## src/rtl/vga_pattern_gen.sv

```systemverilog
// vga_pattern_gen
//   Free-running VGA timing generator (640x480@60 by default) with an
//   8-bar colour test pattern. A pixel clock PCK is divided down from CLK;
//   all counters and video outputs advance on the CLK edge where PCK falls,
//   so everything is stable at each PCK rising edge.
// Ports
//   CLK               in   system clock, rising edge
//   RST               in   asynchronous active-high reset
//   VGA_R/G/B [7:0]   out  colour, forced to 0 outside the visible area
//   VGA_HS, VGA_VS    out  active-low syncs
//   VGA_DE            out  data enable, high on visible pixels
//   PCK               out  registered pixel clock (high CLK_DIV/2 CLKs)
module vga_pattern_gen #(
   parameter int CLK_DIV  = 5,
   parameter int H_ACTIVE = 640,
   parameter int H_FP     = 16,
   parameter int H_SYNC   = 96,
   parameter int H_BP     = 48,
   parameter int V_ACTIVE = 480,
   parameter int V_FP     = 10,
   parameter int V_SYNC   = 2,
   parameter int V_BP     = 33
) (
   input  logic       CLK,
   input  logic       RST,
   output logic [7:0] VGA_R,
   output logic [7:0] VGA_G,
   output logic [7:0] VGA_B,
   output logic       VGA_HS,
   output logic       VGA_VS,
   output logic       VGA_DE,
   output logic       PCK
);

   localparam int H_TOTAL = H_ACTIVE + H_FP + H_SYNC + H_BP;
   localparam int V_TOTAL = V_ACTIVE + V_FP + V_SYNC + V_BP;
   localparam int BAR_W   = H_ACTIVE / 8;
   localparam int DW      = $clog2(CLK_DIV);
   localparam int HW      = $clog2(H_TOTAL);
   localparam int VW      = $clog2(V_TOTAL);
   localparam int BW      = $clog2(BAR_W + 1);

   localparam logic [DW-1:0] DIV_LAST = DW'(CLK_DIV - 1);
   localparam logic [DW-1:0] DIV_HALF = DW'(CLK_DIV / 2);
   localparam logic [HW-1:0] H_LAST   = HW'(H_TOTAL - 1);
   localparam logic [HW-1:0] H_ACT    = HW'(H_ACTIVE);
   localparam logic [HW-1:0] HS_BEG   = HW'(H_ACTIVE + H_FP);
   localparam logic [HW-1:0] HS_END   = HW'(H_ACTIVE + H_FP + H_SYNC);
   localparam logic [VW-1:0] V_LAST   = VW'(V_TOTAL - 1);
   localparam logic [VW-1:0] V_ACT    = VW'(V_ACTIVE);
   localparam logic [VW-1:0] VS_BEG   = VW'(V_ACTIVE + V_FP);
   localparam logic [VW-1:0] VS_END   = VW'(V_ACTIVE + V_FP + V_SYNC);
   localparam logic [BW-1:0] BAR_LAST = BW'(BAR_W - 1);

   logic [DW-1:0] div, div_nxt;
   logic [HW-1:0] hcnt;
   logic [VW-1:0] vcnt;
   logic [BW-1:0] bar_cnt;
   logic [2:0]    bar_idx;
   logic          tick, de_now, hs_now, vs_now;

   always_comb begin
      div_nxt = (div == DIV_LAST) ? '0 : div + 1'b1;
      // Pixel tick coincides with PCK going low.
      tick    = (div_nxt == DIV_HALF);
      de_now  = (hcnt < H_ACT) && (vcnt < V_ACT);
      hs_now  = !((hcnt >= HS_BEG) && (hcnt < HS_END));
      vs_now  = !((vcnt >= VS_BEG) && (vcnt < VS_END));
   end

   always_ff @(posedge CLK or posedge RST) begin
      if (RST) begin
         div <= '0;
         PCK <= 1'b0;
      end else begin
         div <= div_nxt;
         PCK <= (div_nxt < DIV_HALF);
      end
   end

   // Bar index is tracked with a small sub-counter instead of dividing hcnt
   // by the bar width. After the 8th bar it wraps, harmless since DE is low.
   always_ff @(posedge CLK or posedge RST) begin
      if (RST) begin
         hcnt    <= '0;
         vcnt    <= '0;
         bar_cnt <= '0;
         bar_idx <= '0;
         VGA_DE  <= 1'b0;
         VGA_HS  <= 1'b1;
         VGA_VS  <= 1'b1;
         VGA_R   <= '0;
         VGA_G   <= '0;
         VGA_B   <= '0;
      end else if (tick) begin
         VGA_DE <= de_now;
         VGA_HS <= hs_now;
         VGA_VS <= vs_now;
         // Bar colours: R off for bars 2,3,6,7; G off for 4..7; B off for odd bars.
         VGA_R  <= (de_now && !bar_idx[1]) ? 8'hFF : 8'h00;
         VGA_G  <= (de_now && !bar_idx[2]) ? 8'hFF : 8'h00;
         VGA_B  <= (de_now && !bar_idx[0]) ? 8'hFF : 8'h00;

         if (hcnt == H_LAST) begin
            hcnt    <= '0;
            bar_cnt <= '0;
            bar_idx <= '0;
            vcnt    <= (vcnt == V_LAST) ? '0 : vcnt + 1'b1;
         end else begin
            hcnt <= hcnt + 1'b1;
            if (bar_cnt == BAR_LAST) begin
               bar_cnt <= '0;
               bar_idx <= bar_idx + 1'b1;
            end else begin
               bar_cnt <= bar_cnt + 1'b1;
            end
         end
      end
   end

endmodule

```

## config.mk

```make
export PLATFORM = sky130hd
export DESIGN_NAME = vga_pattern_gen
export DESIGN_NICKNAME = d
export VERILOG_FILES = /design/src/rtl/vga_pattern_gen.sv
export SDC_FILE = /design/constraint.sdc
export NUM_CORES = 1
export LEC_CHECK = 0
export BUFFER_PORTS_ARGS = -buffer_cell sky130_fd_sc_hd__buf_4
export CAP_MARGIN = 20
export CELL_PAD_IN_SITES_DETAIL_PLACEMENT = 2
export CELL_PAD_IN_SITES_GLOBAL_PLACEMENT = 2
export CORE_ASPECT_RATIO = 0.6
export CORE_UTILIZATION = 37
export CTS_BUF_LIST = sky130_fd_sc_hd__clkbuf_2
export DETAILED_ROUTE_END_ITERATION = 6
export HOLD_SLACK_MARGIN = 0.12
export MAX_ROUTING_LAYER = met4
export PLACE_DENSITY_LB_ADDON = 0.1
export SETUP_SLACK_MARGIN = 0.1
export SYNTH_ARGS = -nofsm -noshare
export SYNTH_HDL_FRONTEND = slang
export SYNTH_SLANG_ARGS = --single-unit
```

## constraint.sdc

```tcl
create_clock -name CLK -period 2.15 [get_ports CLK]
set_input_delay 0.3225 -clock CLK [delete_from_list [all_inputs] [get_ports CLK]]
set_output_delay 0.3225 -clock CLK [all_outputs]
set_load 0.01 [all_outputs]
```

Yosys cells after proc, flatten, opt, wreduce, memory -nomap -nowiden
Index checks and enable logic that the tools add are counted.
- flip-flop bits (word level): 61
- input bits: 2
- output and inout port bits: 28
- logic and storage cells: 53
- $lt $le $gt $ge: 7
- eq/ne operators: 5
- multiplexer cells: 10
- reductions and logical operators: 14
- $add $sub $neg: 5
- operators with widths (operator ; number):
    $mux W8 ; 3
    $add A10 B1 Y10 const B ; 2
    $eq A10 B10 Y1 const B ; 2
    $lt A10 B10 Y1 const B ; 2
    $lt A10 B9 Y1 const B ; 2
    $mux W10 ; 2
    $mux W7 ; 2
    $ge A10 B10 Y1 const B ; 1
    $ge A10 B9 Y1 const B ; 1
    $mux W3 ; 3
    $add A7 B1 Y7 const B ; 1
    $eq A7 B7 Y1 const B ; 1
    $add A3 B1 Y3 const B ; 2
    $logic_and A1 B1 Y1 ; 6
    $logic_not A1 Y1 ; 5
    $reduce_and A2 Y1 ; 2
    $eq A3 B2 Y1 const B ; 1
    $eq A3 B3 Y1 const B ; 1
    $lt A3 B2 Y1 const B ; 1
    $reduce_bool A2 Y1 ; 1

Depth between registers and ports, before layout
Gate-level depths: netlist of the first run.
- depth in word-level cells: 4
- depth in mapped cells: 8
- mapped depth without buffers: 6

Worst setup path before layout of the first run
OpenSTA, ideal clock, no wires.
- path kind: reg-to-reg
- start: reg div[0]
- end: reg bar_cnt[1]
- setup time: 121 ps
- stages on the path, launching flop included: 8
- buffers on the path: 2
- required time: 2029 ps
- path slack: 314 ps
- arrival: 1715 ps
- clock period less this slack: 1836 ps
- path through: dfrtp_1 > ha_1 > or3b_1 > buf_2 > and3_1 > buf_6 > and2_1 > a22o_1
- word-level cells in the longest chain between the ends: 3
- elaborated cells between the ends (all ways): 4
- classes of those cells: add/sub (1); eq/ne (2); mux (1)
- ends and longest elaborated chain (element ; RTL line ; source):
    start, declared ; 55 ; logic [DW-1:0] div, div_nxt;
    start signal, assigned ; 76 ; div <= div_nxt;
    $add A3 B1 Y3 or $eq A3 B3 Y1 (tied branches) ; 63 ; div_nxt = (div == DIV_LAST) ? '0 : div + 1'b1;
    $mux W3 (*) ; 63 ;
    $eq A3 B2 Y1 (*) ; 65 ; tick = (div_nxt == DIV_HALF);
    end signal, assigned ; 115 ; bar_cnt <= bar_cnt + 1'b1;
    end, declared ; 58 ; logic [BW-1:0] bar_cnt;
Every way passes the cells marked *; elsewhere a longest branch is shown, timed or not.
A chain may end at the register's enable or synchronous reset.

Worst setup path after layout of the first run
Same ends and word-level chain as after synthesis.

==> results.json, run 1 <==
{
  "yosys.area.top_type": "dfrtp_1",
  "cts_max_level": 2,
  "antenna_found_initial": 0,
  "ir_drop_mv": 0.296,
  "syn_area_mm2": 0.00221,
  "grt_overflow_total": 0,
  "ys_types": 42,
  "diodes": 0,
  "clock_skew_ns": 0.0448,
  "clock.fmax_ghz": 0.512,
  "ios": 30,
  "synth_seq_cells": 40,
  "final_layout_size_suffix_gt1_share_pct": 22.3,
  "cp_slowest_cell": "or3b_4",
  "port-buffer-count": 29,
  "dieArea_mm2": 0.00631,
  "yosysSeqAreaShare_pct": 45.3,
  "start_util_pct": 39.0,
  "dp_hpwl_um": 4270,
  "synth_top_area_share_pct": 43.0,
  "end_kind": "flip-flop",
  "core_mm2": 0.00568,
  "crit_buf_inv": 1,
  "cp_top_family": "simple AND/OR/NAND/NOR gates",
  "p_per_area_mw_per_mm2": 504,
  "synthesis.nets": 236,
  "first_pass_iters": 4,
  "relSlewSlack_pct": 64.7,
  "syn_avg_cell_area_um2": 9.84,
  "rsz0062_at_grt": "no",
  "cts_tree": "built",
  "holdCritPathClass": "reg2reg",
  "crit_path_max_fanout": 11,
  "hold_viol_final": 0,
  "routabilityCongestion": 0.834,
  "ys_warn_count": 0,
  "path_class": "reg2reg",
  "maxSlewViolCount": 0,
  "dieHeight_um": 61.9,
  "syn_inst": 225,
  "area_growth_pct": 11.9,
  "dp_slack_ns": 0.0937,
  "grt_pass1_vias": 1826,
  "cts-buffers-inserted": 5,
  "cap_violations": 0,
  "status": "completed",
  "grt_max_degree": 41,
  "viasPerCell": 5.50,
  "post-route-min-period_ns": 1.95,
  "fp.dieW_um": 102,
  "async_flop_share_pct": 100,
  "cts_num_sinks": 40,
  "gr-usage-all-layers_pct": 22.3,
  "clkTransAtPathRegs_ns": 0.22,
  "ant_nets": 0,
  "start_kind": "flip-flop",
  "fin_crit_sh_pct": 90.9,
  "slowest_delay_ns": 0.46,
  "fp-row-count": 21,
  "drc_errors": 0,
  "final.setup.tns_ns": 0,
  "synthFlopType": "dfrtp_1",
  "cts_root_buffer": "clkbuf_2",
  "wirelength_um": 6150,
  "worstPathCellList": "inv_1 > ha_1 > or3b_4 > and3_2 > and2_1 > a22o_1",
  "setup_violations": 0,
  "clock_latency_ns": 0.44,
  "wl_per_cell_um": 19.1,
  "required_ns": 2.49,
  "num-nets-final": 252,
  "grt_pass1_wl_um": 9860,
  "synth-edff-count": 0,
  "p_leak_nw": 1.09,
  "dr.first_iter.drc_count": 97,
  "vias": 1771,
  "synthTopCellsByArea": "dfrtp_1 (43%), buf_4 (7.1%), ha_1 (5.1%)",
  "arrival_ns": 2.29,
  "fin_ws_ns": 0.196,
  "worst_slew_pin_slew_ns": 0.529,
  "clock_tree.buffer_depth": 2
}
area by class of cell:
| cell class | count | area [µm²] |
|---|---|---|
| clock buffer | 5 | 25.0 |
| clock inverter | 3 | 42.5 |
| sequential | 40 | 1000 |
| multi-input combinational | 146 | 991 |
| tap | 80 | 100 |
| timing repair buffer | 35 | 265 |
| inverter | 13 | 48.8 |
| fill | 612 | 3200 |
path summary, 6_finish.rpt:
path / from / endpoint / slack, ns / depth (start not counted)
hold / removal: div[2] / div[0] / 0.48 / 1
max in group asynchronous: RST / hcnt[7] / 1.20 / 4
hold reg to reg: div[2] / div[0] / 0.48 / 1
min in group asynchronous: RST / bar_cnt[0] / 0.53 / 4
setup reg to reg: div[0] / bar_cnt[1] / 0.20 / 6
setup / recovery: div[0] / bar_cnt[1] / 0.20 / 6
state kept, by name, indices dropped and copies added, names as in the netlist:
| signal | cells |
|---|---|
| hcnt | 10 |
| bar_idx | 3 |
| bar_cnt | 7 |
| vcnt | 10 |
| VGA_DE | 1 |
| VGA_B | 1 |
| VGA_VS | 1 |
| PCK | 1 |
| VGA_HS | 1 |
| VGA_G | 1 |
| div | 3 |
| VGA_R | 1 |
worst reg2reg max path, stage by stage, from the launching register on:
cell     delay, ns
dfrtp_1       0.44
inv_1         0.07
ha_1          0.22
or3b_4        0.46
and3_2        0.32
and2_1        0.19
a22o_1        0.19
synth_stat cells, types with 4 or more instances:
cell	count
o21ai_0	12
and3_1	7
inv_1	13
nand2_1	18
nor2_1	7
nand3_1	9
buf_2	4
ha_1	9
xor2_1	7
or4_1	4
nor3_1	5
buf_4	21
mux2i_1	4
dfrtp_1	38
o31ai_1	4
nand4_1	9
a21oi_1	12
layout by cell type (no fill, tap or decap), drive strengths merged, types with 5 or more instances in the layout:
cell type / synthesis / final
a21oi: 12 / 12
and3: 7 / 7
buf: 26 / 34
clkbuf: 1 / 5
dfrtp: 38 / 38
ha: 9 / 9
inv: 13 / 13
nand2: 18 / 18
nand3: 11 / 12
nand4: 9 / 9
nor2: 8 / 8
nor3: 5 / 5
o21ai: 13 / 13
xor2: 7 / 7
where the power goes:
part,switching [mW],internal (mW),leakage [nW]
clock network,0.281,0.194,0.0390
logic,0.0154,0.00365,0.544
registers,0,0.754,0.506
total,0.297,0.952,1.09
what timing repair did:
item / in CTS / in global routing
hold buffers: 1 / 0
endpoints found under the setup margin: 4 / 5
resized for setup: 3 / 2
setup buffers: 0 / 1
hold endpoints to repair: 38 / 0
gates cloned: 1 / 0
pin swaps: 1 / 0
per-stage QoR:
stage | hold WS, ns | instance area [µm²] | power (mW) | util, % | instances
6_report | 0.479 | 2480 | 1.25 | 43.6 | 322
5_1_grt | 0.498 | 2480 | 1.30 | 43.6 | 322
4_1_cts | 0.486 | 2460 | 1.27 | 43.4 | 321
3_5_place_dp | 0.451 | 2370 | 0.786 | 41.7 | 311
3_3_place_gp | 0.444 | 2370 | 0.785 | 41.7 | 311
2_1_floorplan | 0.423 | 2210 | 0.778 | - | 225
routing by layer:
metal | global-route usage, % | up-vias | wire length (µm)
met4 | 5.92 | 0 | 65
met3 | 4.25 | 7 | 201
met1 | 28.8 | 915 | 3010
li1 | - | 814 | -
met5 | - | - | 0
met2 | 36.5 | 35 | 2870
cell families after synthesis:
group	after synthesis	synth area share, %
adder cells (fa/ha/maj)	9	5.09
multiplexers	4	1.81
AND/OR/NAND/NOR	84	22.8
AO/OA/AOI/OAI	38	10.1
XOR/XNOR	10	3.96
flip-flops	40	45.3
buffers and inverters	40	11.0
Note: power is estimated with default switching activity, not from simulation.
==> run 2, diff against run 1 <==
Settings changed: PLACE_DENSITY set to 0.9, PLACE_DENSITY_LB_ADDON 0.1 to not set.
==> results.json, run 2 (synthesis gave the netlist of run 1 again) <==
{
  "status": "completed",
  "fp.dieW_um": 102,
  "cap_violations": 0,
  "clock.fmax_ghz": 0.518,
  "hp-start": "div[2]",
  "worstReg2RegStart": "div[0]",
  "crit_path_max_fanout": 11,
  "rsz0062_at_grt": "no",
  "cts_root_buffer": "clkbuf_2",
  "cp_top_family": "simple AND/OR/NAND/NOR gates",
  "area_growth_pct": 10.9,
  "ir_drop_mv": 0.211,
  "hold_viol_final": 0,
  "holdCritPathClass": "reg2reg",
  "fin_crit_sh_pct": 89.8,
  "final_common_cell": "dfrtp_1",
  "port-buffer-count": 29,
  "viasPerCell": 5.50,
  "core_mm2": 0.00568,
  "clock_skew_ns": 0.0277,
  "dp_slack_ns": 0.115,
  "utilization_pct": 43.3,
  "ant_nets": 0,
  "antenna_found_initial": 0,
  "required_ns": 2.50,
  "start_util_pct": 39.0,
  "cts_max_level": 2,
  "end_kind": "flip-flop",
  "cts_tree": "built",
  "final_layout_size_suffix_gt1_share_pct": 21.8,
  "fill_cells": 636,
  "worst_slew_pin_slew_ns": 0.537,
  "start_kind": "flip-flop",
  "reg2reg_depth": 5,
  "first_pass_iters": 4,
  "timing.rr.end": "hcnt[1]",
  "dr.first_iter.drc_count": 52,
  "post-route-min-period_ns": 1.93,
  "fin_ws_ns": 0.219,
  "layout_common_cells": "dfrtp_1 (38), buf_4 (35), nand2_1 (18)",
  "regArea_mm2": 0.00100,
  "setup_violations": 0,
  "num-nets-final": 253,
  "grt_max_degree": 41,
  "final.setup.tns_ns": 0,
  "maxSlewViolCount": 0,
  "dieHeight_um": 61.9,
  "path_class": "reg2reg",
  "grt_pass1_wl_um": 9670,
  "slowest_delay_ns": 0.47,
  "p_leak_nw": 1.08,
  "wl_per_cell_um": 19.3,
  "cp_slowest_cell": "or3b_4",
  "r2r_slack_ns": 0.22,
  "arrival_ns": 2.28,
  "relSlewSlack_pct": 64.2,
  "routabilityCongestion": 0.774,
  "dieArea_mm2": 0.00631,
  "p_per_area_mw_per_mm2": 463,
  "vias": 1781,
  "wirelength_um": 6250,
  "ios": 30,
  "grt_pass1_vias": 1778,
  "cts_num_sinks": 40,
  "hold_end": "div[0]",
  "multi_input_area_um2": 988,
  "dp_hpwl_um": 4450,
  "cts-buffers-inserted": 5,
  "drc_errors": 0,
  "fp-row-count": 21,
  "clock_tree.buffer_depth": 2,
  "reg_top3": "hcnt (10), vcnt (10), bar_cnt (7)",
  "grt_overflow_total": 0,
  "gr-usage-all-layers_pct": 22.0,
  "whs_path_depth": 1,
  "worstPathCellList": "ha_1 > or3b_4 > and3_2 > and2_1 > a22o_1",
  "clock_latency_ns": 0.46,
  "clkTransAtPathRegs_ns": 0.20,
  "crit_buf_inv": 0
}
==> run 2: cell types whose count changed in the layout (fill, tap and decap cells not counted) <==
cell,delta
clkinv_1,+1
clkinv_2,-1
ha_1,+1
buf_4,+1
clkinvlp_4,-1
ha_2,-1
clkbuf_2,+2
diode_2,+1
bufinv_16,-1
==> run 2: area by class of cell <==
type	count	share of cell area, %
well taps	80	4.08
clock buffers	7	1.43
diodes	1	0.102
multi-input cells	146	40.3
flip-flops and latches	40	40.9
repair buffers	36	11.1
clock inverters	1	0.153
inverters	13	1.99
==> run 2: power breakdown <==
part,total [mW],internal [mW],switching [mW]
Sequential,0.754,0.754,0
Combinational,0.0193,0.00365,0.0156
Clock,0.363,0.0866,0.277
==> run 2: metal layers <==
layer  share of wire [%]  GRT usage [%]
met1                  51           29.2
met2                  44           32.9
met3                 4.3           5.26
met4                 1.3           8.37
met5                   0              -
==> run 2: stage by stage <==
stage                     hold WS (ns)  cell area [µm²]  instances  power [mW]
after global placement           0.463             2360        310       0.785
final                            0.480             2450        324        1.14
after floorplan                  0.423             2210        225       0.778
after detailed placement         0.464             2360        310       0.786
after global routing             0.530             2450        323        1.17
after CTS                        0.488             2410        319        1.15
==> run 2: worst max path at each step <==
stage,start,endpoint,slack (ns),depth (start not counted)
after global routing,div[0],hcnt[1],0.15,5
after CTS,div[0],vcnt[4],0.10,6
final,div[0],hcnt[1],0.22,5
after detailed placement,div[0],VGA_B[6],0.11,6
after global placement,div[0],hcnt[7],0.23,5
after floorplan,div[0],bar_cnt[1],0.31,7
==> run 2: worst reg2reg max path: cells and delay by family, from the launching register on <==
family	cells	cell delay (ns)
flip-flops	1	0.46
AND/OR/NAND/NOR	3	0.97
AO/OA/AOI/OAI	1	0.19
adder cells (fa/ha/maj)	1	0.24
==> run 2: what timing repair did <==
item                                    CTS  global route
setup buffers                             0             3
hold buffers                              1             0
cloned                                    0             1
pin swaps                                 1             1
resized for setup                         1             3
hold endpoints to repair                 38             0
endpoints found under the setup margin    2            19
